File: src/rtl/arb_pkg.sv
// Shared types and one-hot helpers for the arbiter family.
// Functions operate on ARB_MAX_N-wide vectors; callers zero-extend and truncate with casts.
package arb_pkg;

   localparam int unsigned ARB_MAX_N = 32;
   localparam int unsigned ARB_IDX_W = $clog2(ARB_MAX_N);

   typedef enum logic {
      IDLE   = 1'b0,
      LOCKED = 1'b1
   } arb_state_e;

   // Keep only the lowest set bit (index 0 has the highest priority)
   function automatic logic [ARB_MAX_N-1:0] lowest_onehot(input logic [ARB_MAX_N-1:0] vec);
      logic [ARB_MAX_N-1:0] res;
      res = '0;
      for (int i = int'(ARB_MAX_N) - 1; i >= 0; i--) begin
         if (vec[i]) begin
            res    = '0;
            res[i] = 1'b1;
         end
      end
      return res;
   endfunction

   function automatic logic [ARB_IDX_W-1:0] onehot_to_idx(input logic [ARB_MAX_N-1:0] vec);
      logic [ARB_IDX_W-1:0] idx;
      idx = '0;
      for (int i = 0; i < int'(ARB_MAX_N); i++) begin
         if (vec[i]) idx = idx | ARB_IDX_W'(i);
      end
      return idx;
   endfunction

endpackage

File: src/rtl/arb_grant_lock_mux_onehot_mux.sv
// Pure AND-OR one-hot select of per-requester data and last flag.
// A zero select yields all-zero outputs.
module onehot_mux #(
   parameter int unsigned N = 4,
   parameter int unsigned W = 8
) (
   input  logic [N-1:0]   sel,
   input  logic [N*W-1:0] in_data,
   input  logic [N-1:0]   in_last,
   output logic [W-1:0]   out_data,
   output logic           out_last
);

   always_comb begin
      out_data = '0;
      out_last = 1'b0;
      for (int unsigned i = 0; i < N; i++) begin
         out_data = out_data | (in_data[i*W +: W] & {W{sel[i]}});
         out_last = out_last | (in_last[i] & sel[i]);
      end
   end

endmodule

File: src/rtl/arb_grant_lock_mux.sv
// Locks packet ownership to the arbiter's granted requester and muxes its beats downstream.
// Optional idle-owner forced release is enabled by defining ARB_TIMEOUT_EN.
module arb_grant_lock_mux #(
   parameter int unsigned N       = 4,
   parameter int unsigned W       = 8,
   parameter int unsigned CW      = 8,
   parameter int unsigned TIMEOUT = 16
) (
   input  logic           clk,
   input  logic           rst_n,
   input  logic [N-1:0]   req,
   input  logic [N-1:0]   grant_in,
   input  logic [N*W-1:0] in_data,
   input  logic [N-1:0]   in_last,
   output logic [N-1:0]   in_ready,
   output logic           out_valid,
   output logic [W-1:0]   out_data,
   output logic           out_last,
   input  logic           out_ready,
   output logic [N-1:0]   owner,
   output logic           busy,
   output logic [CW-1:0]  beat_cnt
`ifdef ARB_TIMEOUT_EN
   ,
   output logic           timeout_pulse
`endif
);

   import arb_pkg::*;

   if (N == 0 || N > ARB_MAX_N || CW == 0 || CW > 31 || TIMEOUT == 0 ||
       TIMEOUT > (2 ** CW) - 1) begin : g_param_chk
      $error("arb_grant_lock_mux: unsupported parameter combination");
   end

   arb_state_e     state_q, state_d;
   logic [N-1:0]   owner_d;
   logic [CW-1:0]  beat_cnt_d;
   logic [N-1:0]   grant_low;
   logic [W-1:0]   sel_data;
   logic           sel_last;
   logic           owner_valid;
   logic           xfer;
`ifdef ARB_TIMEOUT_EN
   logic [CW-1:0]  tmo_cnt_q, tmo_cnt_d;
   logic           timeout_pulse_d;
`endif

   assign grant_low = N'(lowest_onehot(ARB_MAX_N'(grant_in)));

   onehot_mux #(.N(N), .W(W)) u_onehot_mux (
      .sel      (owner),
      .in_data  (in_data),
      .in_last  (in_last),
      .out_data (sel_data),
      .out_last (sel_last)
   );

   // Zero-latency datapath; data and last are gated so nothing leaks when not valid
   assign owner_valid = (state_q == LOCKED) && (|(req & owner));
   assign xfer        = owner_valid & out_ready;
   assign out_valid   = owner_valid;
   assign out_data    = owner_valid ? sel_data : '0;
   assign out_last    = owner_valid & sel_last;
   assign in_ready    = (state_q == LOCKED) ? (owner & {N{out_ready}}) : '0;
   assign busy        = (state_q == LOCKED);

   always_comb begin
      state_d    = state_q;
      owner_d    = owner;
      beat_cnt_d = beat_cnt;
`ifdef ARB_TIMEOUT_EN
      tmo_cnt_d       = tmo_cnt_q;
      timeout_pulse_d = 1'b0;
`endif
      case (state_q)
         IDLE: begin
            if (|grant_in) begin
               state_d = LOCKED;
               owner_d = grant_low;
            end
         end
         LOCKED: begin
            if (xfer) begin
               if (beat_cnt != '1) beat_cnt_d = beat_cnt + CW'(1);
               if (sel_last) begin
                  state_d    = IDLE;
                  owner_d    = '0;
                  beat_cnt_d = '0;
               end
            end
`ifdef ARB_TIMEOUT_EN
            // Counts consecutive cycles the owner has nothing to send
            if (owner_valid) begin
               tmo_cnt_d = '0;
            end else if (tmo_cnt_q == CW'(TIMEOUT - 1)) begin
               state_d         = IDLE;
               owner_d         = '0;
               beat_cnt_d      = '0;
               timeout_pulse_d = 1'b1;
            end else begin
               tmo_cnt_d = tmo_cnt_q + CW'(1);
            end
            if (state_d == IDLE) tmo_cnt_d = '0;
`endif
         end
         default: begin
            state_d = IDLE;
            owner_d = '0;
         end
      endcase
   end

   always_ff @(posedge clk or negedge rst_n) begin
      if (!rst_n) begin
         state_q  <= IDLE;
         owner    <= '0;
         beat_cnt <= '0;
`ifdef ARB_TIMEOUT_EN
         tmo_cnt_q     <= '0;
         timeout_pulse <= 1'b0;
`endif
      end else begin
         state_q  <= state_d;
         owner    <= owner_d;
         beat_cnt <= beat_cnt_d;
`ifdef ARB_TIMEOUT_EN
         tmo_cnt_q     <= tmo_cnt_d;
         timeout_pulse <= timeout_pulse_d;
`endif
      end
   end

endmodule

File: config.mk
export PLATFORM = sky130hd
export DESIGN_NAME = arb_grant_lock_mux
export DESIGN_NICKNAME = d
export VERILOG_FILES = /design/src/rtl/arb_pkg.sv /design/src/rtl/arb_grant_lock_mux_onehot_mux.sv /design/src/rtl/arb_grant_lock_mux.sv
export SDC_FILE = /design/constraint.sdc
export NUM_CORES = 1
export LEC_CHECK = 0
export ABC_AREA = 1
export BUFFER_PORTS_ARGS = -buffer_cell sky130_fd_sc_hd__buf_4
export CAP_MARGIN = 5
export CELL_PAD_IN_SITES_DETAIL_PLACEMENT = 1
export CELL_PAD_IN_SITES_GLOBAL_PLACEMENT = 1
export CORE_ASPECT_RATIO = 1.5
export CORE_MARGIN = 8
export CORE_UTILIZATION = 26
export CTS_BUF_LIST = sky130_fd_sc_hd__clkbuf_8
export DETAILED_ROUTE_END_ITERATION = 10
export PLACE_DENSITY = 0.89
export SLEW_MARGIN = 40
export SYNTH_ARGS = -nofsm -noshare
export SYNTH_HDL_FRONTEND = slang
export SYNTH_SLANG_ARGS = --single-unit
File: constraint.sdc
create_clock -name clk -period 1.6 [get_ports clk]
set_clock_uncertainty 0.1 [all_clocks]
set_input_delay 0.08 -clock clk [delete_from_list [all_inputs] [get_ports clk]]
set_output_delay 0.08 -clock clk [all_outputs]
set_load 0.005 [all_outputs]
-- After elaboration in Yosys (flattened, before gate mapping)
Cells that the tools add are included.
- ROM bits: 0
- bits in latches: 0
- RAM bits: 0
- memories kept: 0
- input bits: 47
- register bits: 13
- output and inout bits: 27
- logic and storage cells: 49
- order comparisons: 0
- reductions and logical operators: 6
- add/subtract/negate cells: 1
- divide/modulo/power cells: 0
- equal/unequal tests: 4
- shift operators: 0
- multiplexer cells: 16
- bitwise logic cells: 19
- $mul: 0
- operators by type and width (kind ; number):
    bitwise AND 8 bit ; 4
    two-way mux 4 bit ; 8
    two-way mux 8 bit ; 3
    OR 8 bit ; 3
    adder 8 x 1 -> 8 bit (second input constant) ; 1
    bitwise AND 4 bit ; 2
    != test 8 bit (second input constant) ; 1
    case mux 4 bit (2 select lines) ; 1
    OR reduction 4 bit ; 2
    bitwise AND 1 bit ; 6
    AND reduction 3 bit ; 2
    != test 2 x 1 -> 1 bit (second input constant) ; 2
    two-way mux 1 bit ; 3
    OR 1 bit ; 3
    != test 2 bit (second input constant) ; 1
    case mux 1 bit (2 select lines) ; 1
    nonzero test 2 bit ; 1
    logical AND 1 bit ; 1
    inverter 1 bit ; 1

-- Logic depth before layout (Yosys ltp)
- depth in word-level cells: 7
- depth in mapped cells: 9
- depth with buffers taken out: 8

-- Cells and area by module
Synthesis repeated with hierarchy kept, for this count alone.
- cell total of the unflattened synthesis: 217
- area total of the unflattened synthesis: 1232.4 sq um
- by module, submodules not included (module ; area each (sq um) ; cells an instance ; instances ; seq. area each (sq um)):
    arb_grant_lock_mux ; 883.3 ; 132 ; 1 ; 325.3
    onehot_mux ; 349.1 ; 85 ; 1 ; 0.0

-- Least setup slack after synthesis
OpenSTA, ideal clock, no wires.
- path type: register to register
- start point: register beat_cnt[0]
- end point: register beat_cnt[3]
- cell stages (with the launch flop): 9
- required time: 1.382 ns
- slack: 0.156 ns
- path buffers: 1
- data arrival time: 1.226 ns
- setup time: 0.118 ns
- clock period less this slack: 1.444 ns
- cell sequence: dfrtp_1 ha_1 nand3_1 nor2_1 nand2_1 nand2_4 buf_8 nand2_1 o21ai_2
- longest elaborated chain between the ends: 3
- elaborated cells between the ends (all ways): 6
- classes of those cells: add/sub (1); eq/ne (1); mux (2); reduce/logical (2)
- ends and longest elaborated chain (item ; line ; RTL):
    start: declaration ; arb_grant_lock_mux.sv:22 ; output logic [CW-1:0] beat_cnt
    start signal: assignment ; arb_grant_lock_mux.sv:126 ; beat_cnt <= beat_cnt_d;
    adder 8 x 1 -> 8 bit or != test 8 bit (tied branches) ; arb_grant_lock_mux.sv:85 ; if (beat_cnt != '1) beat_cnt_d = beat_cnt + CW'(1);
    two-way mux 8 bit or nonzero test 2 bit (tied branches) ; -- ;
    two-way mux 8 bit or AND reduction 3 bit (tied branches) ; -- ;
Parallel ways exist; a longest one is shown, timed or not. The select of a mux whose other input is x is not followed.
A chain may end at the register's enable or synchronous reset.

-- Worst setup path in the final report
- start point: register owner[1]
- end point: output port out_data[4]
- longest elaborated chain between the ends: 5
- elaborated cells between the ends (all ways): 8
- classes of those cells: mux (1); bitwise (5); reduce/logical (2)
- ends and longest elaborated chain (item ; line ; RTL):
    start: declaration ; arb_grant_lock_mux.sv:20 ; output logic [N-1:0] owner,
    start signal: assignment ; arb_grant_lock_mux.sv:125 ; owner <= owner_d;
    bitwise AND 8 bit ; arb_grant_lock_mux_onehot_mux.sv:18 ; out_data = out_data | (in_data[i*W +: W] & {W{sel[i]}});
    OR 8 bit (3 in series) ; arb_grant_lock_mux_onehot_mux.sv:18 ;
    two-way mux 8 bit * ; arb_grant_lock_mux.sv:63 ; assign out_data = owner_valid ? sel_data : '0;
    end: declaration ; arb_grant_lock_mux.sv:17 ; output logic [W-1:0] out_data,
Mark *: on every way between the ends. The rest lies on a longest branch, timed or not.

==> results.cfg <==
[sta]
hold_violations = 0
fin_crit_sh_pct = 99.9
whs_ns = 0.134
finalSetupViolCount = 0
final.setup.tns_ns = 0
timing.slew.headroom_pct = 80.7
max_freq_mhz = 626
worst_pin_slew_ns = 0.289
drv_slew = 0
min_period_ns = 1.60

[route]
drt-vias-per-instance = 4.81
drt_wl_total_um = 5240
first_pass_iters = 4
wl_per_cell_um = 16.5
drcViolationCount = 0
dr_total_vias = 1526
drt_iter0_drc = 48
ant_nets = 0

[floorplan]
dieArea_um2 = 6450
rows = 28
start_util_pct = 27.0
core_area_um2 = 3960
die_x_um = 68.3
die_y_um = 94.5
io_pins = 74

[finish]
multiInputGateArea_um2 = 693
drive_gt1_share_pct = 39.3
fillers = 528
regArea_um2 = 327
antennaDiodeCount = 0
fin_util_pct = 47.9
num-nets-final = 321
area_growth_pct = 77.6

[clocking]
worstSkewPairLatency_ns = 0.25
cts-buffers-inserted = 3
clockBufferDepth = 2
cts_max_level = 1
cts_root_buffer = clkbuf_8
cts_tree = yes
clk_pin_slew_ns = 0.06
clock-sinks = 13

[global_route]
antenna_found_initial = 0
grt_first_pass_wirelength_um = 7690
grt_use_total_pct = 15.2
grt_pass1_vias = 1613
grt_max_degree = 17
grt_overflow = 0

[setup_path]
path_class = register to primary output
start_kind = register
cp.required_ns = 1.42
cp_max_fo = 10
critical_path_arrival_ns = 1.42
worstSetupEndpointType = primary output

[placement]
dp_hpwl_um = 3870
place_congestion = 0.763
portBuffers = 73

[hold_path]
hold_path_class = input pin to async pin

[pwr]
p_per_area_nw_per_um2 = 1240
peakVddDrop_uv = 798
cellLeakagePower_nw = 0.985

[outcome]
status = finished, final reports clean

[logic_synthesis]
syn_avg_cell_area_um2 = 5.90
yosysWarnings = 0
syn_area_um2 = 1070
seq_area_frac_synth_pct = 30.5
yosys.cell_types.count = 22
ys_ff_latch = 13
syn_nets = 229
postSynthCellCount = 181

[flow_run]
maxCapViolCount = 0
==> where the power goes <==
group / leakage [nW] / switching (mW) / internal (mW)
clock network: 0.0255 / 0.138 / 0.173
registers: 0.170 / 0.0955 / 0.407
logic: 0.789 / 0.816 / 0.728
==> placed cells by master, fill, tap and decap left out, drive strengths merged <==
master	n
a21oi	15
and3	1
buf	87
clkbuf	3
clkinv	1
dfrtp	13
dlygate4sd3	6
ha	1
inv	13
nand2	89
nand3	13
nand3b	1
nand4	1
nor2	16
nor3	1
o21ai	9
o21bai	1
or2	1
==> registers in the layout (all words and copies together) (netlist names) <==
name      count
beat_cnt      8
owner         4
busy          1
==> cell families after synthesis <==
group                    after synthesis  synth area share (%)
AO/OA/AOI/OAI                         25                  12.3
buffers and inverters                 20                  8.79
AND/OR/NAND/NOR                      122                  47.2
adder cells (fa/ha/maj)                1                  1.17
flip-flops                            13                  30.5
==> cells in the mapped netlist <==
library cell	n	area [um^2]
o21bai_1	1	7.51
nor2_1	15	56.3
dfrtp_1	13	325
buf_2	3	15.0
buf_4	1	7.51
nand2_4	1	11.3
nand4_1	1	6.26
nand2_2	1	6.26
clkbuf_1	2	7.51
nor2_4	1	11.3
nand3b_1	1	7.51
inv_1	13	48.8
and3_1	1	6.26
ha_1	1	12.5
nand3_1	13	65.1
o21ai_2	1	8.76
o21ai_1	8	40.0
a21oi_1	15	75.1
buf_8	1	15.0
nor3_1	1	5.00
or2_2	1	6.26
nand2_1	86	323
==> through the flow <==
stage | std cells | setup slack, ns | area, um^2 | power (mW)
final | 317 | 0.00159 | 1900 | 2.36
after global routing | 317 | -0.0838 | 1900 | 2.55
after CTS | 311 | 0.0185 | 1800 | 2.19
after detailed placement | 301 | 0.157 | 1690 | 1.85
after global placement | 301 | 0.230 | 1690 | 1.82
after floorplan | 181 | 0.156 | 1070 | 1.19
==> area by class of cell <==
class | count | area share, %
Tap cell | 45 | 2.97
Multi-Input combinational cell | 149 | 36.6
Clock inverter | 1 | 0.264
Inverter | 13 | 2.57
Sequential cell | 13 | 17.2
Clock buffer | 3 | 2.18
Timing Repair Buffer | 93 | 38.2
==> final timing paths <==
path	start	to	slack (ns)	cells past startpoint
worst max-delay path	owner[1]	out_data[4]	0.002	6
worst min-delay path	rst_n	owner[0]	0.13	2
worst max register to register	busy	owner[1]	0.11	5
worst min register to register	beat_cnt[5]	beat_cnt[5]	0.48	2
max in group asynchronous	rst_n	beat_cnt[5]	1.08	2
min in group clk	out_ready	beat_cnt[3]	0.27	5
==> critical path: stages (launching register included) <==
cell     delay, ns
dfrtp_1       0.42
nand2_1       0.09
nand2_1       0.09
o21ai_1       0.09
buf_6         0.15
a21oi_1       0.17
buf_4         0.14
==> repair_timing <==
action | 4_1_cts | 5_1_grt
resized for setup | 0 | 15
setup endpoints to repair | 0 | 15
hold buffers | 6 | 0
hold endpoints to repair | 17 | 0
buffers inserted | 0 | 5
==> metal layers <==
metal	global-route usage (%)	wire [um]	vias to the layer above
met3	6.05	439	13
met1	16.0	1840	700
met5	0	0	-
li1	-	-	753
met4	3.60	114	0
met2	27.0	2850	60
(Power assumes the default switching activity.)
